==> src/rtl/sweep_count_ctrl_pkg.sv <==
// ============================================================================
// Module      : sweep_count_ctrl_pkg
// Description : Shared widths and FSM state encoding for the sweep controller.
// Revision    : 1.0
// ============================================================================
`default_nettype none

package sweep_count_ctrl_pkg;

    localparam int c_CNT_W  = 4;
    localparam int c_PASS_W = 3;
    localparam int c_HOLD_W = 4;

    typedef enum logic [2:0] {
        S_IDLE = 3'd0,
        S_LOAD = 3'd1,
        S_UP   = 3'd2,
        S_HOLD = 3'd3,
        S_DOWN = 3'd4,
        S_DONE = 3'd5
    } state_t;

endpackage

`default_nettype wire

==> src/rtl/updown_counter4.sv <==
// ============================================================================
// Module      : updown_counter4
// Description : 4-bit synchronous loadable up/down counter, rst > load > up > down.
// Revision    : 1.0
// ============================================================================
`default_nettype none

module updown_counter4
    import sweep_count_ctrl_pkg::*;
(
    input  logic               clk,
    input  logic               rst,
    input  logic               i_load,
    input  logic               i_up,
    input  logic               i_down,
    input  logic [c_CNT_W-1:0] i_d,
    output logic [c_CNT_W-1:0] o_q
);

    logic [c_CNT_W-1:0] r_q;

    always_ff @(posedge clk) begin
        if (rst) begin
            r_q <= '0;
        end else if (i_load) begin
            r_q <= i_d;
        end else if (i_up) begin
            r_q <= r_q + 1'b1;
        end else if (i_down) begin
            r_q <= r_q - 1'b1;
        end
    end

    assign o_q = r_q;

endmodule

`default_nettype wire

==> src/rtl/sweep_count_ctrl.sv <==
// ============================================================================
// Module      : sweep_count_ctrl
// Description : Sweeps a counter lo->hi, dwells, then hi->lo for N passes.
// Revision    : 1.0
// ============================================================================
`default_nettype none

module sweep_count_ctrl
    import sweep_count_ctrl_pkg::*;
#(
    parameter int HOLD_CYCLES = 2
) (
    input  logic                clk,
    input  logic                rst,
    input  logic                start,
    input  logic                abort,
    input  logic [c_CNT_W-1:0]  lo,
    input  logic [c_CNT_W-1:0]  hi,
    input  logic [c_PASS_W-1:0] passes,
    output logic [c_CNT_W-1:0]  count,
    output logic                busy,
    output logic                done,
    output logic                err
);

    state_t                r_state;
    state_t                w_next;
    logic [c_CNT_W-1:0]    r_lo;
    logic [c_CNT_W-1:0]    r_hi;
    logic [c_PASS_W-1:0]   r_rem;
    logic [c_HOLD_W-1:0]   r_hold;
    logic                  r_done;
    logic                  r_err;

    logic                  w_accept;
    logic                  w_reject;
    logic                  w_at_hi;
    logic                  w_at_lo;
    logic                  w_load;
    logic                  w_up;
    logic                  w_down;
    logic                  w_busy;

    assign w_accept = (r_state == S_IDLE) && start && (lo <= hi);
    assign w_reject = (r_state == S_IDLE) && start && (lo > hi);
    assign w_at_hi  = (count == r_hi);
    assign w_at_lo  = (count == r_lo);

    always_ff @(posedge clk) begin
        if (rst) begin
            r_state <= S_IDLE;
        end else begin
            r_state <= w_next;
        end
    end

    always_comb begin
        w_next = r_state;
        case (r_state)
            S_IDLE: if (w_accept) w_next = S_LOAD;
            S_LOAD: w_next = S_UP;
            S_UP:   if (w_at_hi) w_next = S_HOLD;
            S_HOLD: if (r_hold == '0) w_next = S_DOWN;
            S_DOWN: if (w_at_lo) w_next = (r_rem > c_PASS_W'(1)) ? S_UP : S_DONE;
            S_DONE: w_next = S_IDLE;
            default: w_next = S_IDLE;
        endcase
        // Abort wins over every transition except from IDLE, where start has priority.
        if (abort && (r_state != S_IDLE)) begin
            w_next = S_IDLE;
        end
    end

    always_comb begin
        w_load = 1'b0;
        w_up   = 1'b0;
        w_down = 1'b0;
        w_busy = 1'b0;
        case (r_state)
            S_LOAD: begin
                w_load = !abort;
                w_busy = 1'b1;
            end
            S_UP: begin
                w_up   = !abort && !w_at_hi;
                w_busy = 1'b1;
            end
            S_HOLD: w_busy = 1'b1;
            S_DOWN: begin
                w_down = !abort && !w_at_lo;
                w_busy = 1'b1;
            end
            default: ;
        endcase
    end

    always_ff @(posedge clk) begin
        if (rst) begin
            r_lo   <= '0;
            r_hi   <= '0;
            r_rem  <= '0;
            r_hold <= '0;
            r_done <= 1'b0;
            r_err  <= 1'b0;
        end else begin
            if (w_accept) begin
                r_lo  <= lo;
                r_hi  <= hi;
                r_rem <= (passes == '0) ? c_PASS_W'(1) : passes;
            end else if ((r_state == S_DOWN) && w_at_lo && !abort) begin
                r_rem <= r_rem - 1'b1;
            end
            if ((r_state == S_UP) && w_at_hi) begin
                r_hold <= c_HOLD_W'(HOLD_CYCLES - 1);
            end else if ((r_state == S_HOLD) && (r_hold != '0)) begin
                r_hold <= r_hold - 1'b1;
            end
            r_done <= (w_next == S_DONE);
            r_err  <= w_reject;
        end
    end

    updown_counter4 u_counter (
        .clk    (clk),
        .rst    (rst),
        .i_load (w_load),
        .i_up   (w_up),
        .i_down (w_down),
        .i_d    (r_lo),
        .o_q    (count)
    );

    assign busy = w_busy;
    assign done = r_done;
    assign err  = r_err;

endmodule

`default_nettype wire

==> config.mk <==
export PLATFORM = sky130hd
export DESIGN_NAME = sweep_count_ctrl
export DESIGN_NICKNAME = d
export VERILOG_FILES = /design/src/rtl/sweep_count_ctrl_pkg.sv /design/src/rtl/updown_counter4.sv /design/src/rtl/sweep_count_ctrl.sv
export SDC_FILE = /design/constraint.sdc
export NUM_CORES = 1
export LEC_CHECK = 0
export ABC_AREA = 1
export CORE_MARGIN = 2
export CORE_UTILIZATION = 67
export CTS_CLUSTER_DIAMETER = 80
export DETAILED_ROUTE_END_ITERATION = 8
export DONT_BUFFER_PORTS = 1
export PLACE_DENSITY_LB_ADDON = 0.25
export REMOVE_ABC_BUFFERS = 1
export SLEW_MARGIN = 20
export SYNTH_ARGS = -nofsm -noshare
export SYNTH_HDL_FRONTEND = slang
export SYNTH_SLANG_ARGS = --single-unit
==> constraint.sdc <==
create_clock -name clk -period 4.7 [get_ports clk]
set_clock_uncertainty 0.05 [all_clocks]
set_input_delay 1.175 -clock clk [delete_from_list [all_inputs] [get_ports clk]]
set_output_delay 1.175 -clock clk [all_outputs]
set_load 0.03 [all_outputs]
* After elaboration in Yosys (flattened, before gate mapping)
Index checks and enable logic that the tools add are counted.
** Cells by class
- Add/sub/neg operators :: 4
- $lt $le $gt $ge :: 3
- Equality and inequality tests :: 7
- Multiplexer cells :: 19
- Reductions and logical operators :: 23
** Operator list (number)
- $mux 3 :: 9
- $pmux 3 s5 :: 1
- $mux 4 :: 3
- $logic_and 1x1->1 :: 10
- $eq 4x4->1 :: 2
- $sub 4x1->4 const B :: 2
- $eq 3x2->1 const B :: 2
- $eq 3x3->1 const B :: 2
- $logic_not 3->1 :: 2
- $mux 1 :: 6
- $reduce_bool 3->1 :: 2
- $add 4x1->4 const B :: 1
- $gt 4x4->1 :: 1
- $le 4x4->1 :: 1
- $logic_not 4->1 :: 1
- $reduce_bool 2->1 :: 2
- $reduce_bool 4->1 :: 1
- $reduce_or 4->1 :: 1
- $eq 3x1->1 const B :: 1
- $gt 3x1->1 const B :: 1
- $logic_not 1->1 :: 3
- $sub 3x1->3 const B :: 1
- $reduce_or 2->1 :: 1
** Word-level totals
- Register bits after elaboration :: 24
- Input bits :: 15
- Output and inout bits :: 7
- Logic and storage cells :: 65

* Longest topological paths before layout
- Word-level depth :: 7
- Mapped depth :: 17
- Gate-level depth less buffers :: 17

* Modules after synthesis
Synthesis repeated with hierarchy kept, for this count alone.
** Unflattened totals
- Cells, all modules :: 225
- Area total of the unflattened synthesis :: 1554.0 µm²
** Modules (own cells, without submodules)
- sweep_count_ctrl :: instances 1, cells an instance 182, area an instance 1249.9 µm², seq. area each 400.4 µm²
- updown_counter4 :: instances 1, cells an instance 43, area an instance 304.0 µm², seq. area each 80.1 µm²

* Worst setup path after synthesis
Ideal clock, no wire load.
- Path type :: input port to flip-flop
- Start point :: input abort
- End point :: register u_counter.r_q[3] (netlist: u_counter.o_q[3])
- Library setup time :: 0.110 ns
- Arrival time :: 2.433 ns
- Data required time :: 4.540 ns
- Setup slack :: 2.108 ns
- Stages on the path :: 13
- Path buffers :: 0
- Path through :: nor2_1 nand2_4 ha_1 a21oi_1 nand2_1 nand2_1 nand2_1 inv_1 nand2_1 nand3_1 nand3_1 nand2_1 inv_1
** On the way
- Longest elaborated chain between the ends :: 5
- Elaborated cells between the ends (all ways) :: 9
- Those cells by class :: mux (5); reduce/logical (4)
** RTL lines
- start, declared :: RTL line sweep_count_ctrl.sv:16 : input logic abort,
- $logic_not 1->1 (*) :: RTL line sweep_count_ctrl.sv:81, sweep_count_ctrl.sv:85, sweep_count_ctrl.sv:90
- $logic_and 1x1->1 :: RTL line sweep_count_ctrl.sv:85 : w_up = !abort && !w_at_hi;
- $mux 1 :: RTL line sweep_count_ctrl.sv:79 : case (r_state)
- $mux 4 :: RTL line updown_counter4.sv:27 : end else if (i_up) begin
- $mux 4 :: RTL line updown_counter4.sv:25 : end else if (i_load) begin
- end signal, assigned :: RTL line updown_counter4.sv:26 : r_q <= i_d;
- end signal, assigned :: RTL line updown_counter4.sv:28 : r_q <= r_q + 1'b1;
- end signal, assigned :: RTL line updown_counter4.sv:30 : r_q <= r_q - 1'b1;
- end, declared :: RTL line updown_counter4.sv:20 : logic [c_CNT_W-1:0] r_q;
Every way passes the cells marked *; elsewhere a longest branch is shown, timed or not.
A chain may end at the register's enable or synchronous reset.

* Worst setup path after layout
- Start point :: register r_state[1]
- End point :: output busy
** On the way
- Longest elaborated chain between the ends :: 3
- Elaborated cells between the ends (all ways) :: 6
- Those cells by class :: eq/ne (4); mux (1); reduce/logical (1)
** RTL lines
- start, declared :: RTL line sweep_count_ctrl.sv:26 : state_t r_state;
- start signal, assigned :: RTL line sweep_count_ctrl.sv:53 : r_state <= w_next;
- $eq 3x3->1, or another cell as far along :: RTL line sweep_count_ctrl.sv:79
- $reduce_or 4->1 (no line) (*)
- $mux 1 (*) :: RTL line sweep_count_ctrl.sv:79
- end, declared :: RTL line sweep_count_ctrl.sv:21 : output logic busy,
Marked as above.

==> flow_metrics.tcl <==
set metrics [dict create \
    status "finished clean" \
    cp_cell_sequence "inv_1 > nor2_1 > inv_1 > nand4_1" \
    die-area_mm2 0.00266 \
    wl_per_cell_um 11.8 \
    fin_nets 259 \
    critPathMostFrequentCell "inv_1" \
    synth.top_cells.by_count "62 x nand2_1, 39 x inv_1, 24 x dfxtp_1" \
    ys_seq_elements 24 \
    final_area_mm2 0.00156 \
    cpPeakStageDelay_ns 0.40 \
    antenna_found_initial 0 \
    diodes 0 \
    max_slew.worst_pin.slew_ns 0.547 \
    grt_start_max_net_pins 21 \
    track_usage_pct 26.6 \
    syn_area_per_cell_um2 6.50 \
    place_congestion 0.885 \
    via_count 1404 \
    start_kind "flip-flop" \
    cp_slowest_cell "dfxtp_1" \
    ys_seq_area_share_pct 31.7 \
    synth-edff-count 0 \
    final_antenna_net_count 0 \
    overflow 0 \
    max-slew-margin-rel_pct 63.5 \
    rsz0062_at_grt "false" \
    clock_sinks 24 \
    viasPerCell 5.40 \
    drive_gt1_share_pct 7.33 \
    cts_tree "built" \
    synth_ff_type "dfxtp_1" \
    worstPathMaxFanout 4 \
    synthArstFlopShare_pct 0 \
    cts-hold-fix-buffers 0 \
    synth.area.top_cells "dfxtp_1 32%, nand2_1 15%, inv_1 9.7%" \
    period_minus_slack_ns 2.56 \
    ys_warn_count 0 \
    die_w_um 51.6 \
    finalSetupViolCount 0 \
    core_area_mm2 0.00217 \
    slew_violations 0 \
    numCtsBuffers 3 \
    ctsResizeCount 0 \
    place_area_mm2 0.00153 \
    vdd_drop_max_mv 0.231 \
    post_cts_buffers 0 \
    syn2layout_area_growth_pct 2.64 \
    h-tree-depth 1 \
    syn_area_mm2 0.00152 \
    post-place-ws_ns 1.84 \
    hold_viol 0 \
    fmax_mhz 391 \
    clock_latency_ns 0.31 \
    dp_hpwl_um 2490 \
    hold_path.class "reg2reg" \
    final.setup.worst_slack_ns 2.14 \
    p_per_area_mw_per_mm2 320 \
    initial_core_util_pct 69.8 \
    arrival_ns 1.33 \
    nFillCells 202 \
    routed_wl_um 3080 \
    crit_type "reg2out" \
    grt_pass1_wl_um 5330 \
    path_clk_slew_ns 0.13 \
    drv_cap 0 \
    root_buffer "clkbuf_4" \
    first_global_vias 1370 \
    synth_cells 233 \
    synth_most_common_cell "nand2_1" \
    period_share_pct 54.5 \
    io_buffers 0 \
    finalSetupTns_ns 0 \
    io_pins 22 \
    multi_input_area_um2 860 \
    setup.worst_path.end_class "primary output" \
    drc 0 \
    dr.pass1.iters 4 \
    p_leak_nw 0.758 \
    synth_cell_type_count 24 \
    drt_iter0_drc 28 \
    rows 17 \
    worstPathRequired_ns 3.47 \
    regArea_um2 480 \
    die_h_um 51.6 \
    synth_area_leader_cell "dfxtp_1" \
    cts_buffer_depth 2 \
    yosysTopAreaCellShare_pct 31.7 \
]
[sequential cells by signal, summed over array words and instances, names as in the netlist]
name and flops:
r_state 3, u_counter.o_q 4, r_lo 4, r_hold 4, done 1, r_rem 3
r_hi 4, err 1
[cell families after synthesis]
| logic type | count (synthesis) | synth area share (%) |
|---|---|---|
| xor+xnor | 3 | 1.73 |
| compound gates | 38 | 13.0 |
| simple gates | 112 | 33.3 |
| flops | 24 | 31.7 |
| fa+ha+maj | 10 | 8.75 |
| buf+inv | 46 | 11.6 |
[critical path: cells and delay by family, from the launching register on]
| kind | cells | cell delay [ns] |
|---|---|---|
| buffers and inverters | 2 | 0.18 |
| and+or+nand+nor | 2 | 0.45 |
| DFF | 1 | 0.40 |
[worst paths after layout]
kind	start	end	slack [ns]	cells after the start
setup / recovery	r_state[1]	busy	2.14	4
hold / removal	r_hold[1]	r_hold[1]	0.43	2
setup reg to reg	u_counter.o_q[0]	u_counter.o_q[3]	2.22	17
hold reg to reg	r_hold[1]	r_hold[1]	0.43	2
[per-layer routing]
layer  part of all wire (%)  vias to the layer above  track usage [%]  wire length [um]
li1                       -                      732                -                 -
met1                     45                      626             32.6              1370
met2                     48                       37             45.7              1480
met3                    5.0                        9             4.31               154
met4                    2.3                        0             11.8                70
met5                      0                        -                0                 0
[cell usage in the layout (no fill, tap or decap), drive strengths merged]
master  count
nand3      19
fa          1
inv        42
nor3b       1
xor2        3
nor3        1
nand3b      2
o21ai      15
a31oi       2
or2         1
ha          9
nor2       19
clkbuf      3
a21oi      21
dfxtp      24
nand4       3
nand2      66
[final cells by class]
type,count,share of cell area [%]
multi-input combinational,163,55.3
sequential,24,30.9
clock buffer,3,1.45
inverter,42,10.1
tap,28,2.25
[per-stage QoR]
stage          utilization, %  hold WS (ns)  total power [mW]  cells
2_1_floorplan               -         0.394             0.378    229
3_3_place_gp             70.6         0.411             0.401    257
3_5_place_dp             70.6         0.417             0.410    257
4_1_cts                  71.7         0.436             0.498    260
5_1_grt                  71.7         0.461             0.533    260
6_report                 71.7         0.435             0.498    260
[power by group]
part           switching [mW]  internal, mW
sequential             0.0238         0.222
clock                  0.0609        0.0300
combinational           0.107        0.0546
(Power assumes the default switching activity.)
